`src/rtl/spi_pkg.sv`:
```
// Shared defaults and the counter-width helper for the SPI slave.
package spi_pkg;

  localparam int          DEF_WIDTH      = 8;
  localparam logic [31:0] DEF_RESET_WORD = 32'h0000_0000;

  typedef enum logic {
    IDLE  = 1'b0,
    SHIFT = 1'b1
  } spi_state_t;

  // Bit-counter width; never below one bit so WIDTH=2 still gets a real counter.
  function automatic int cnt_width(input int width);
    return (width <= 2) ? 1 : $clog2(width);
  endfunction

endpackage

```
`src/rtl/spi_slave.sv`:
```
// SPI slave clocked by clk: shifts MSB-first while cs is low and presents each
// completed word on rx_data with a one-cycle rx_valid pulse.
//
// state | meaning
// IDLE  | cs high: shreg preloads tx_data, counter cleared
// SHIFT | cs low: one bit per edge, last bit reloads tx_data and wraps
module spi_slave
  import spi_pkg::*;
#(
  parameter int               WIDTH      = DEF_WIDTH,
  parameter logic [WIDTH-1:0] RESET_WORD = DEF_RESET_WORD[WIDTH-1:0]
) (
  input  logic             cs,
  input  logic             clk,
  input  logic             mosi,
  output logic             miso,
  input  logic             rst,
  input  logic [WIDTH-1:0] tx_data,
  output logic [WIDTH-1:0] rx_data,
  output logic             rx_valid
);

  localparam int            CW       = cnt_width(WIDTH);
  localparam logic [CW-1:0] CNT_LAST = CW'(WIDTH - 1);

  spi_state_t       state;
  logic [WIDTH-1:0] shreg, shreg_nxt;
  logic [CW-1:0]    cnt, cnt_nxt;
  logic [WIDTH-1:0] rx_data_nxt;
  logic             rx_valid_nxt;
  logic [WIDTH-1:0] shifted;

  always_ff @(posedge clk or posedge rst) begin
    if (rst) begin
      shreg    <= RESET_WORD;
      cnt      <= '0;
      rx_data  <= '0;
      rx_valid <= 1'b0;
    end else begin
      shreg    <= shreg_nxt;
      cnt      <= cnt_nxt;
      rx_data  <= rx_data_nxt;
      rx_valid <= rx_valid_nxt;
    end
  end

  // The mode is fully determined by cs; no separate state flop is kept.
  always_comb begin
    state        = cs ? IDLE : SHIFT;
    shifted      = {shreg[WIDTH-2:0], mosi};
    shreg_nxt    = shreg;
    cnt_nxt      = cnt;
    rx_data_nxt  = rx_data;
    rx_valid_nxt = 1'b0;
    case (state)
      IDLE: begin
        shreg_nxt = tx_data;
        cnt_nxt   = '0;
      end
      SHIFT: begin
        if (cnt == CNT_LAST) begin
          rx_data_nxt  = shifted;
          rx_valid_nxt = 1'b1;
          shreg_nxt    = tx_data;
          cnt_nxt      = '0;
        end else begin
          shreg_nxt = shifted;
          cnt_nxt   = cnt + 1'b1;
        end
      end
      default: begin
        shreg_nxt = tx_data;
        cnt_nxt   = '0;
      end
    endcase
  end

  assign miso = shreg[WIDTH-1];

endmodule

```
`config.mk`:
```
export PLATFORM = sky130hd
export DESIGN_NAME = spi_slave
export DESIGN_NICKNAME = d
export VERILOG_FILES = /design/src/rtl/spi_pkg.sv /design/src/rtl/spi_slave.sv
export SDC_FILE = /design/constraint.sdc
export NUM_CORES = 1
export LEC_CHECK = 0
export CORE_UTILIZATION = 45
export DETAILED_ROUTE_END_ITERATION = 6
export DONT_BUFFER_PORTS = 1
export GPL_TIMING_DRIVEN = 0
export PLACE_DENSITY = 0.71
export SLEW_MARGIN = 30
export SYNTH_ARGS = -nofsm -noshare
export SYNTH_HDL_FRONTEND = slang
export SYNTH_SLANG_ARGS = --single-unit
```
`constraint.sdc`:
```
create_clock -name clk -period 3.2 [get_ports clk]
set_clock_uncertainty 0.1 [all_clocks]
set_input_delay 0.64 -clock clk [delete_from_list [all_inputs] [get_ports clk]]
set_output_delay 0.64 -clock clk [all_outputs]
set_load 0.05 [all_outputs]
```
After elaboration in Yosys (flattened, before gate mapping)
Index checks and enable logic that the tools add are counted.
W data, S select, Z words.
- register bits after elaboration: 20
- bits of input ports: 12
- output and inout port bits: 10
- $add $sub $neg: 1
- equal/unequal tests: 1
- multiplexer cells: 7
- bitwise operators: 1
- reduce and logical (&&, ||, !) cells: 1
- operator list (operator ; number):
    $pmux W8 S2 ; 1
    $mux W8 ; 1
    $pmux W3 S2 ; 1
    $add A3 B1 Y3 const B ; 1
    $eq A3 B3 Y1 const B ; 1
    $mux W1 ; 3
    $mux W3 ; 1
    $reduce_and A2 Y1 ; 1
    $not A1 Y1 ; 1

Longest topological paths before layout
Gate-level depths: netlist (run 1).
- depth after elaboration: 3
- depth in mapped cells: 5
- gate-level depth less buffers: 4

Worst setup path after synthesis (run 1)
No wires, ideal clock.
- path kind: flip-flop to flip-flop
- start point: register cnt[0]
- end point: register shreg[0]
- library setup time: 125 ps
- arrival time: 1371 ps
- path slack: 1604 ps
- stages on the path, launching flop included: 5
- path buffers: 0
- period minus slack after synthesis: 1596 ps
- cell sequence: dfrtp_1 -> ha_1 -> ha_1 -> nor2_2 -> mux2_2
- word-level cells in the longest chain between the ends: 3
- RTL lines (what ; RTL line ; RTL):
    start, declared ; spi_slave.sv:28 ; logic [CW-1:0] cnt, cnt_nxt;
    start signal, assigned ; spi_slave.sv:41 ; cnt <= cnt_nxt;
    $eq A3 B3 Y1 ; spi_slave.sv:61 ; if (cnt == CNT_LAST) begin
    $mux W8 ; spi_slave.sv:61 ;
    $pmux W8 S2 ; spi_slave.sv:55 ; case (state)
    net shreg_nxt[0] ; spi_slave.sv:27 ; logic [WIDTH-1:0] shreg, shreg_nxt;
    end signal, assigned ; spi_slave.sv:40 ; shreg <= shreg_nxt;
    end, declared ; spi_slave.sv:27 ;
The timed path passes the listed nets, and every way through them passes these cells.
A chain may end at the register's enable or synchronous reset.

Worst setup path after layout (run 1)
- start point: register cnt[0]
- end point: register shreg[6]
The elaborated chain is that of the path after synthesis.

==> results of run 1 <==
-- through the flow --
step	area (um2)	total power [mW]	hold slack, ps
after floorplan	759	0.351	308
after CTS	802	0.473	267
after detailed placement	779	0.361	333
after global placement	779	0.356	322
final	802	0.468	240
after global routing	802	0.490	286
-- report_power, final --
group          internal (mW)  leakage [nW]  switching, mW
clock network         0.0438        0.0138         0.0697
logic                 0.0191         0.136         0.0131
registers              0.274         0.257         0.0485
-- worst register-to-register path: cells and delay by family, from the launching register on --
kind / cells / cell delay, ps
muxes: 1 / 390
DFF: 1 / 400
and+or+nand+nor: 1 / 350
adders and majority gates: 2 / 440
-- path summary, 6_finish.rpt --
path                                  start  cells after the start  slack (ps)                 end
min                                     rst                      1         240  rx_valid$_DFF_PP0_
max in group asynchronous               rst                      1        2300  shreg[6]$_DFF_PP0_
max reg2reg                cnt[0]$_DFF_PP0_                      4        1410  shreg[6]$_DFF_PP0_
min reg2reg                cnt[0]$_DFF_PP0_                      1         350    cnt[0]$_DFF_PP0_
max                        cnt[0]$_DFF_PP0_                      4        1410  shreg[6]$_DFF_PP0_
min in group clk                         cs                      1         300    cnt[0]$_DFF_PP0_
-- cell families (layout without fill, tap and decap cells) --
group,after synthesis,count (layout)
AND/OR/NAND/NOR,5,5
adder cells (fa/ha/maj),2,2
flip-flops,20,20
buffers and inverters,3,6
multiplexers,16,16
-- synthesized netlist by cell type --
cell type / n
dfrtp_1: 20
mux2_2: 16
and2b_2: 2
ha_1: 2
inv_1: 2
buf_6: 1
nand2b_1: 1
nor2_2: 1
nor3_1: 1
-- routing by layer --
layer,vias to the layer above,global-route usage,wire length (um)
met5,-,0,0
met4,0,0.0909,19
met3,5,0.0553,67
met2,16,0.245,534
met1,182,0.138,464
li1,163,-,-
-- layout by cell type (no fill, tap or decap) --
cell type and count:
ha_1 2, nor3_1 1, and2b_2 2, clkbuf_4 3, inv_1 2, nand2b_1 1, buf_6 1, mux2_2 16
dfrtp_1 20, nor2_2 1
-- final cells by class --
type / count / area [um2] / share of cell area
sequential: 20 / 500 / 0.624
clock buffer: 3 / 22.5 / 0.0281
tap: 16 / 20.0 / 0.0250
inverter: 2 / 7.51 / 0.00936
multi-input combinational: 23 / 240 / 0.300
buffer: 1 / 11.3 / 0.0140
-- state kept, by name, indices dropped and copies added (netlist names) --
register	count
rx_data	8
rx_valid	1
shreg	8
cnt	3
==> results.cfg, run 1 <==
[run_status]
run_status = completed

[setup_path]
cp-start-kind = register
critical_path_required_ps = 3280
crit_buf_inv = 0
critical-path-top-delay-family = adder cells
slowest_delay_ps = 400
path_class = reg -> reg
crit_path_frequent_cell = ha_1
cp_max_fo = 8
end_kind = register
critPathSlowestCell = dfrtp_1
crit_arrival_ps = 1880
crit_chain = ha_1, ha_1, nor2_2, mux2_2

[logic_synthesis]
synth.distinct_cells = 9
synth_cells = 46
synth_nets = 60
synth_xor_area_frac = 0
synth_top_area_cell = dfrtp_1
synth.avg_cell_area_um2 = 16.5
synth_top_family_by_area = multiplexers
yosysTopAreaCellShare = 0.659
synth_compound_area_frac = 0
yosysWarnings = 0
ys_seq_area_frac = 0.659
synth_area_um2 = 759
synth_mux_area_frac = 0.237
synthAdderAreaFrac = 0.0329
synthSimpleGateAreaFrac = 0.0461
ys_ff_latch = 20
synthTopCellsByArea = dfrtp_1 (66%), mux2_2 (24%), ha_1 (3.3%), and2b_2 (2.3%), buf_6 (1.5%)

[global_route]
grt_pass1_wl_mm = 1.84
grt_max_degree = 21
antenna_found_initial = 0
grt_pass1_vias = 422
grt_use_total = 0.142
grt-ovfl-total = 0

[floorplan]
die_area_um2 = 1860
fp-row-count = 14
die_h_um = 43.1
initial_core_util = 0.493
ioPinCount = 22
core_um2 = 1540
die_w_um = 43.1

[route]
drc_errors = 0
vias = 366
wl_mm = 1.09
viasPerCell = 5.63
drt-pass1-iter-count = 2
wl_per_cell_um = 16.7
drt.antenna.violating_nets = 0
drt_first_iter_violations = 5

[finish]
post_route_cells_drive_above_1_share = 0.469
final_cells = 65
synthToLayoutAreaGrowth_pct = 5.60
final_util = 0.520
antennaDiodeCount = 0
fillers = 134
layout.nets = 65

[power_and_ir_drop]
leakage_nw = 0.407
powerDensity_nw_per_um2 = 583
max-vdd-ir-drop_mv = 0.280

[sta]
worst_slack_ps = 1410
fin_crit_sh = 0.561
fin_tns_setup_ps = 0
slew_viol_final = 0
finalSetupViolCount = 0
slew_headroom = 0.519
finalHoldViolCount = 0
min_period_ps = 1790
fmax_ghz = 0.557
rsz0062_at_grt = no
worst_slew_pin_slew_ps = 721

[placement]
gp_congestion = 0.626
io_buffers = 0
dp.cells = 62
place_ws_ps = 1410

[cts]
cts_resized = 0
cts_sinks = 20
cts_tree = done
clockBufferDepth = 2
cts_hold_buf = 0
htree_levels = 1
clk_latency_ps = 290
clockRootBuffer = clkbuf_4
post-cts-setup-buffers = 0
cts_made_buffers = 3
clk_pin_slew_ps = 100

[worst_hold_path]
hold_path.class = in -> async

[flow_run]
maxCapViolations = 0
Power figures use the tool's default switching activity.
==> run 2, diff against run 1 <==
- PLACE_DENSITY: 0.71 -> 0.73
- clock period: 3.2 -> 1.5 ns (I/O delays scaled with it)
==> results.cfg, run 2 (same netlist as run 1, synthesis figures left out) <==
[run_status]
run_status = finished, violations left
violations = setup timing

[global_route]
grt_max_degree = 21
grt-ovfl-total = 0
grt_pass1_wl_mm = 2.03
grt_use_total = 0.153
antenna_found_initial = 0
grt_pass1_vias = 411

[sta]
fmax_ghz = 0.654
fin_tns_setup_ps = -198
worst_slew_pin_slew_ps = 749
rsz0062_at_grt = yes
slew_viol_final = 0
finalHoldViolCount = 0
slew_headroom = 0.500
min_period_ps = 1530
hold_slack_ps = 40.4
worst_slack_ps = -30.2
finalSetupViolCount = 9
fin_crit_sh = 1.02

[worst_hold_path]
hold_path.class = in -> reg
holdPathStages = 1

[setup_path]
critical_path_required_ps = 1580
crit_arrival_ps = 1610
cp-start-kind = register
end_kind = register
cp_max_fo = 8
timing.reg2reg.setup_slack_ps = -30
path_class = reg -> reg
r2r_cells = 5

[floorplan]
die_w_um = 43.1
die_h_um = 43.1
ioPinCount = 22
initial_core_util = 0.493
die_area_um2 = 1860
fp-row-count = 14
core_um2 = 1540

[route]
vias = 393
drt_first_iter_violations = 6
drt-pass1-iter-count = 2
viasPerCell = 5.61
drc_errors = 0
wl_mm = 1.26
drt.antenna.violating_nets = 0
wl_per_cell_um = 18.0

[flow_run]
maxCapViolations = 0

[finish]
layout.nets = 69
multi_input_area_um2 = 328
final_cell_mix = dfrtp_1 (20), mux2_4 (16), clkbuf_4 (3)
fillers = 125
reg_top3 = rx_data (8), shreg (8), cnt (3)
antennaDiodeCount = 0
post_route_cells_drive_above_1_share = 0.537
regArea_um2 = 500
layout_commonest_cell = dfrtp_1
synthToLayoutAreaGrowth_pct = 25.7
final_util = 0.619

[power_and_ir_drop]
leakage_nw = 0.503
total_power_mw = 1.11
max-vdd-ir-drop_mv = 0.776
powerDensity_nw_per_um2 = 1160

[cts]
clk_latency_ps = 290
cts_made_buffers = 3
clk_pin_slew_ps = 110
cts_sinks = 20
clockBufferDepth = 2
cts_tree = done
htree_levels = 1
clockRootBuffer = clkbuf_4

[placement]
gp_congestion = 0.635
place_ws_ps = -88.5
io_buffers = 0
run 2: cell types whose count changed in the layout (fill, tap and decap cells not counted), sizes merged:
cell         delta
buf             +2
dlygate4sd3     +2
clkbuf          +1
run 2: per-stage QoR:
| stage | area, um2 | std cells |
|---|---|---|
| finish | 955 | 70 |
| global route | 955 | 70 |
| CTS | 943 | 70 |
| detailed placement | 787 | 62 |
| global placement | 787 | 62 |
| floorplan | 767 | 46 |
run 2: worst max-delay path: stages, from the launching register on:
cell     delay [ps]
dfrtp_1         400
ha_2            200
ha_4            180
nor2_4          100
buf_12          140
mux2_4          300
run 2: final timing paths:
check | startpoint | end
max | cnt[1]$_DFF_PP0_ | shreg[6]$_DFF_PP0_
min | mosi | shreg[0]$_DFF_PP0_
max reg2reg | cnt[1]$_DFF_PP0_ | shreg[6]$_DFF_PP0_
min reg2reg | cnt[0]$_DFF_PP0_ | cnt[0]$_DFF_PP0_
max in group asynchronous | rst | shreg[5]$_DFF_PP0_
min in group asynchronous | rst | cnt[1]$_DFF_PP0_
run 2: what timing repair did:
action                                 in CTS  in global routing
pin swaps                                   3                  1
setup buffers                               1                  0
hold buffers                                2                  0
endpoints found under the hold margin      21                  0
setup endpoints to repair                  16                 16
gates cloned                                1                  0
resized for setup                          18                  3
run 2: layout make-up:
type,count,area share
Multi-Input combinational cell,23,0.343
Tap cell,16,0.0210
Timing Repair Buffer,4,0.0537
Inverter,2,0.00786
Clock buffer,4,0.0380
Sequential cell,20,0.524
Buffer,1,0.0118
run 2: where the power goes:
| group | internal (mW) | total [mW] | switching (mW) | leakage [nW] |
|---|---|---|---|---|
| Sequential | 0.584 | 0.692 | 0.108 | 0.257 |
| Combinational | 0.0769 | 0.112 | 0.0347 | 0.225 |
| Clock | 0.148 | 0.305 | 0.157 | 0.0210 |
run 2: per-layer routing:
| metal | up-vias | wire, um | GRT usage | share of wire |
|---|---|---|---|---|
| met2 | 13 | 608 | 0.230 | 0.48 |
| met1 | 206 | 569 | 0.203 | 0.45 |
| li1 | 172 | - | - | - |
| met4 | 0 | 5 | 0.0727 | 0.0040 |
| met5 | - | 0 | 0 | 0 |
| met3 | 2 | 74 | 0.0468 | 0.059 |
==> run 3, diff against run 2 <==
- PLACE_DENSITY: 0.73 -> unset
- PLACE_DENSITY_LB_ADDON: unset -> 0.3
==> results.cfg, run 3 (same netlist as run 1, synthesis figures left out) <==
[run_status]
run_status = finished, violations left
violations = setup timing

[finish]
regArea_um2 = 500
fillers = 116
final_cell_mix = dfrtp_1 (20), mux2_4 (16), clkbuf_4 (3)
multi_input_area_um2 = 338
post_route_cells_drive_above_1_share = 0.545
synthToLayoutAreaGrowth_pct = 28.0
antennaDiodeCount = 0
reg_top3 = rx_data (8), shreg (8), cnt (3)
final_cells = 71
layout.nets = 70
fin_area_um2 = 972
layout_commonest_cell = dfrtp_1
final_util = 0.631

[floorplan]
core_um2 = 1540
die_w_um = 43.1
ioPinCount = 22
die_area_um2 = 1860
fp-row-count = 14
die_h_um = 43.1
initial_core_util = 0.493

[sta]
slew_headroom = 0.534
fin_crit_sh = 1.02
hold_slack_ps = 48.7
worst_slack_ps = -31.7
min_period_ps = 1530
rsz0062_at_grt = yes
worst_slew_pin_slew_ps = 699
fmax_ghz = 0.653
fin_tns_setup_ps = -202
slew_viol_final = 0
finalHoldViolCount = 0
finalSetupViolCount = 8

[setup_path]
critical-path-top-delay-family = flip-flops
timing.reg2reg.setup_slack_ps = -30
crit_path_frequent_cell = ha_4
crit_chain = ha_4, ha_4, nor2_4, buf_12, mux2_4
end_kind = register
path_class = reg -> reg
worstReg2RegEnd = shreg[6]$_DFF_PP0_
cp-start-kind = register
critical_path_required_ps = 1580
cp_max_fo = 8
r2r_cells = 5
slowest_delay_ps = 420
reg2reg_from = cnt[0]$_DFF_PP0_
critPathSlowestCell = dfrtp_1
crit_arrival_ps = 1620
crit_buf_inv = 1

[cts]
cts_tree = done
clk_latency_ps = 290
cts_sinks = 20
cts_made_buffers = 3
clockBufferDepth = 2
clk_pin_slew_ps = 110
clockRootBuffer = clkbuf_4
htree_levels = 1

[global_route]
grt_use_total = 0.172
grt_pass1_vias = 416
grt_max_degree = 21
grt-ovfl-total = 0
grt_pass1_wl_mm = 2.24
antenna_found_initial = 0

[power_and_ir_drop]
max-vdd-ir-drop_mv = 0.771
leakage_nw = 0.509
powerDensity_nw_per_um2 = 1150

[route]
drt-pass1-iter-count = 2
drt.antenna.violating_nets = 0
drt_first_iter_violations = 2
wl_per_cell_um = 19.8
wl_mm = 1.41
vias = 398
viasPerCell = 5.61
drc_errors = 0

[flow_run]
maxCapViolations = 0

[worst_hold_path]
hold_path.class = in -> reg
hold_path_end = shreg[0]$_DFF_PP0_
worstHoldStart = mosi
holdPathStages = 1

[placement]
io_buffers = 0
dp.cells = 62
placed_area_um2 = 787
gp_congestion = 0.603
[run 3: cell types whose count changed in the layout (fill, tap and decap cells not counted)]
cell,delta
ha_4,+1
buf_4,+1
ha_2,-1
[run 3: timing repair]
action / CTS / global route
pin swaps: 3 / 1
setup buffers: 1 / 1
gates resized for setup: 18 / 4
gates cloned: 1 / 0
hold buffers: 2 / 0
endpoints found under the hold margin: 21 / 0
endpoints found under the setup margin: 16 / 16
[run 3: worst max path at each step]
stage                          start                endpoint  slack [ps]  cells after the start
global placement    cnt[0]$_DFF_PP0_      shreg[2]$_DFF_PP0_         -60                      4
floorplan           cnt[0]$_DFF_PP0_  rx_data[0]$_DFFE_PP0P_           7                      5
finish              cnt[0]$_DFF_PP0_      shreg[6]$_DFF_PP0_         -30                      5
global route        cnt[0]$_DFF_PP0_      shreg[7]$_DFF_PP0_        -100                      5
detailed placement  cnt[0]$_DFF_PP0_      shreg[7]$_DFF_PP0_        -120                      4
CTS                 cnt[0]$_DFF_PP0_      shreg[6]$_DFF_PP0_         -50                      5
[run 3: report_power, final]
| group | internal [mW] | switching, mW |
|---|---|---|
| logic | 0.0795 | 0.0361 |
| clock network | 0.148 | 0.157 |
| registers | 0.584 | 0.111 |
[run 3: final cells by class]
| type | instances | share of cell area |
|---|---|---|
| Clock buffer | 4 | 0.0373 |
| Timing Repair Buffer | 5 | 0.0605 |
| Sequential cell | 20 | 0.515 |
| Buffer | 1 | 0.0116 |
| Multi-Input combinational cell | 23 | 0.347 |
| Inverter | 2 | 0.00772 |
| Tap cell | 16 | 0.0206 |
[run 3: stage by stage]
step                setup slack (ps)  power [mW]
floorplan                       6.76       0.751
global placement               -59.6       0.761
detailed placement              -117       0.770
CTS                            -49.9        1.11
global route                   -96.6        1.16
finish                         -31.7        1.11
[run 3: worst reg2reg max path, cell delays in order, from the launching register on]
cell	delay (ps)
dfrtp_1	420
ha_4	180
ha_4	180
nor2_4	100
buf_12	140
mux2_4	310
[run 3: layer usage]
metal	up-vias	wire [um]	GRT usage
li1	176	-	-
met1	205	530	0.194
met2	15	798	0.307
met3	2	71	0.0511
met4	0	7	0.0545
met5	-	0	0
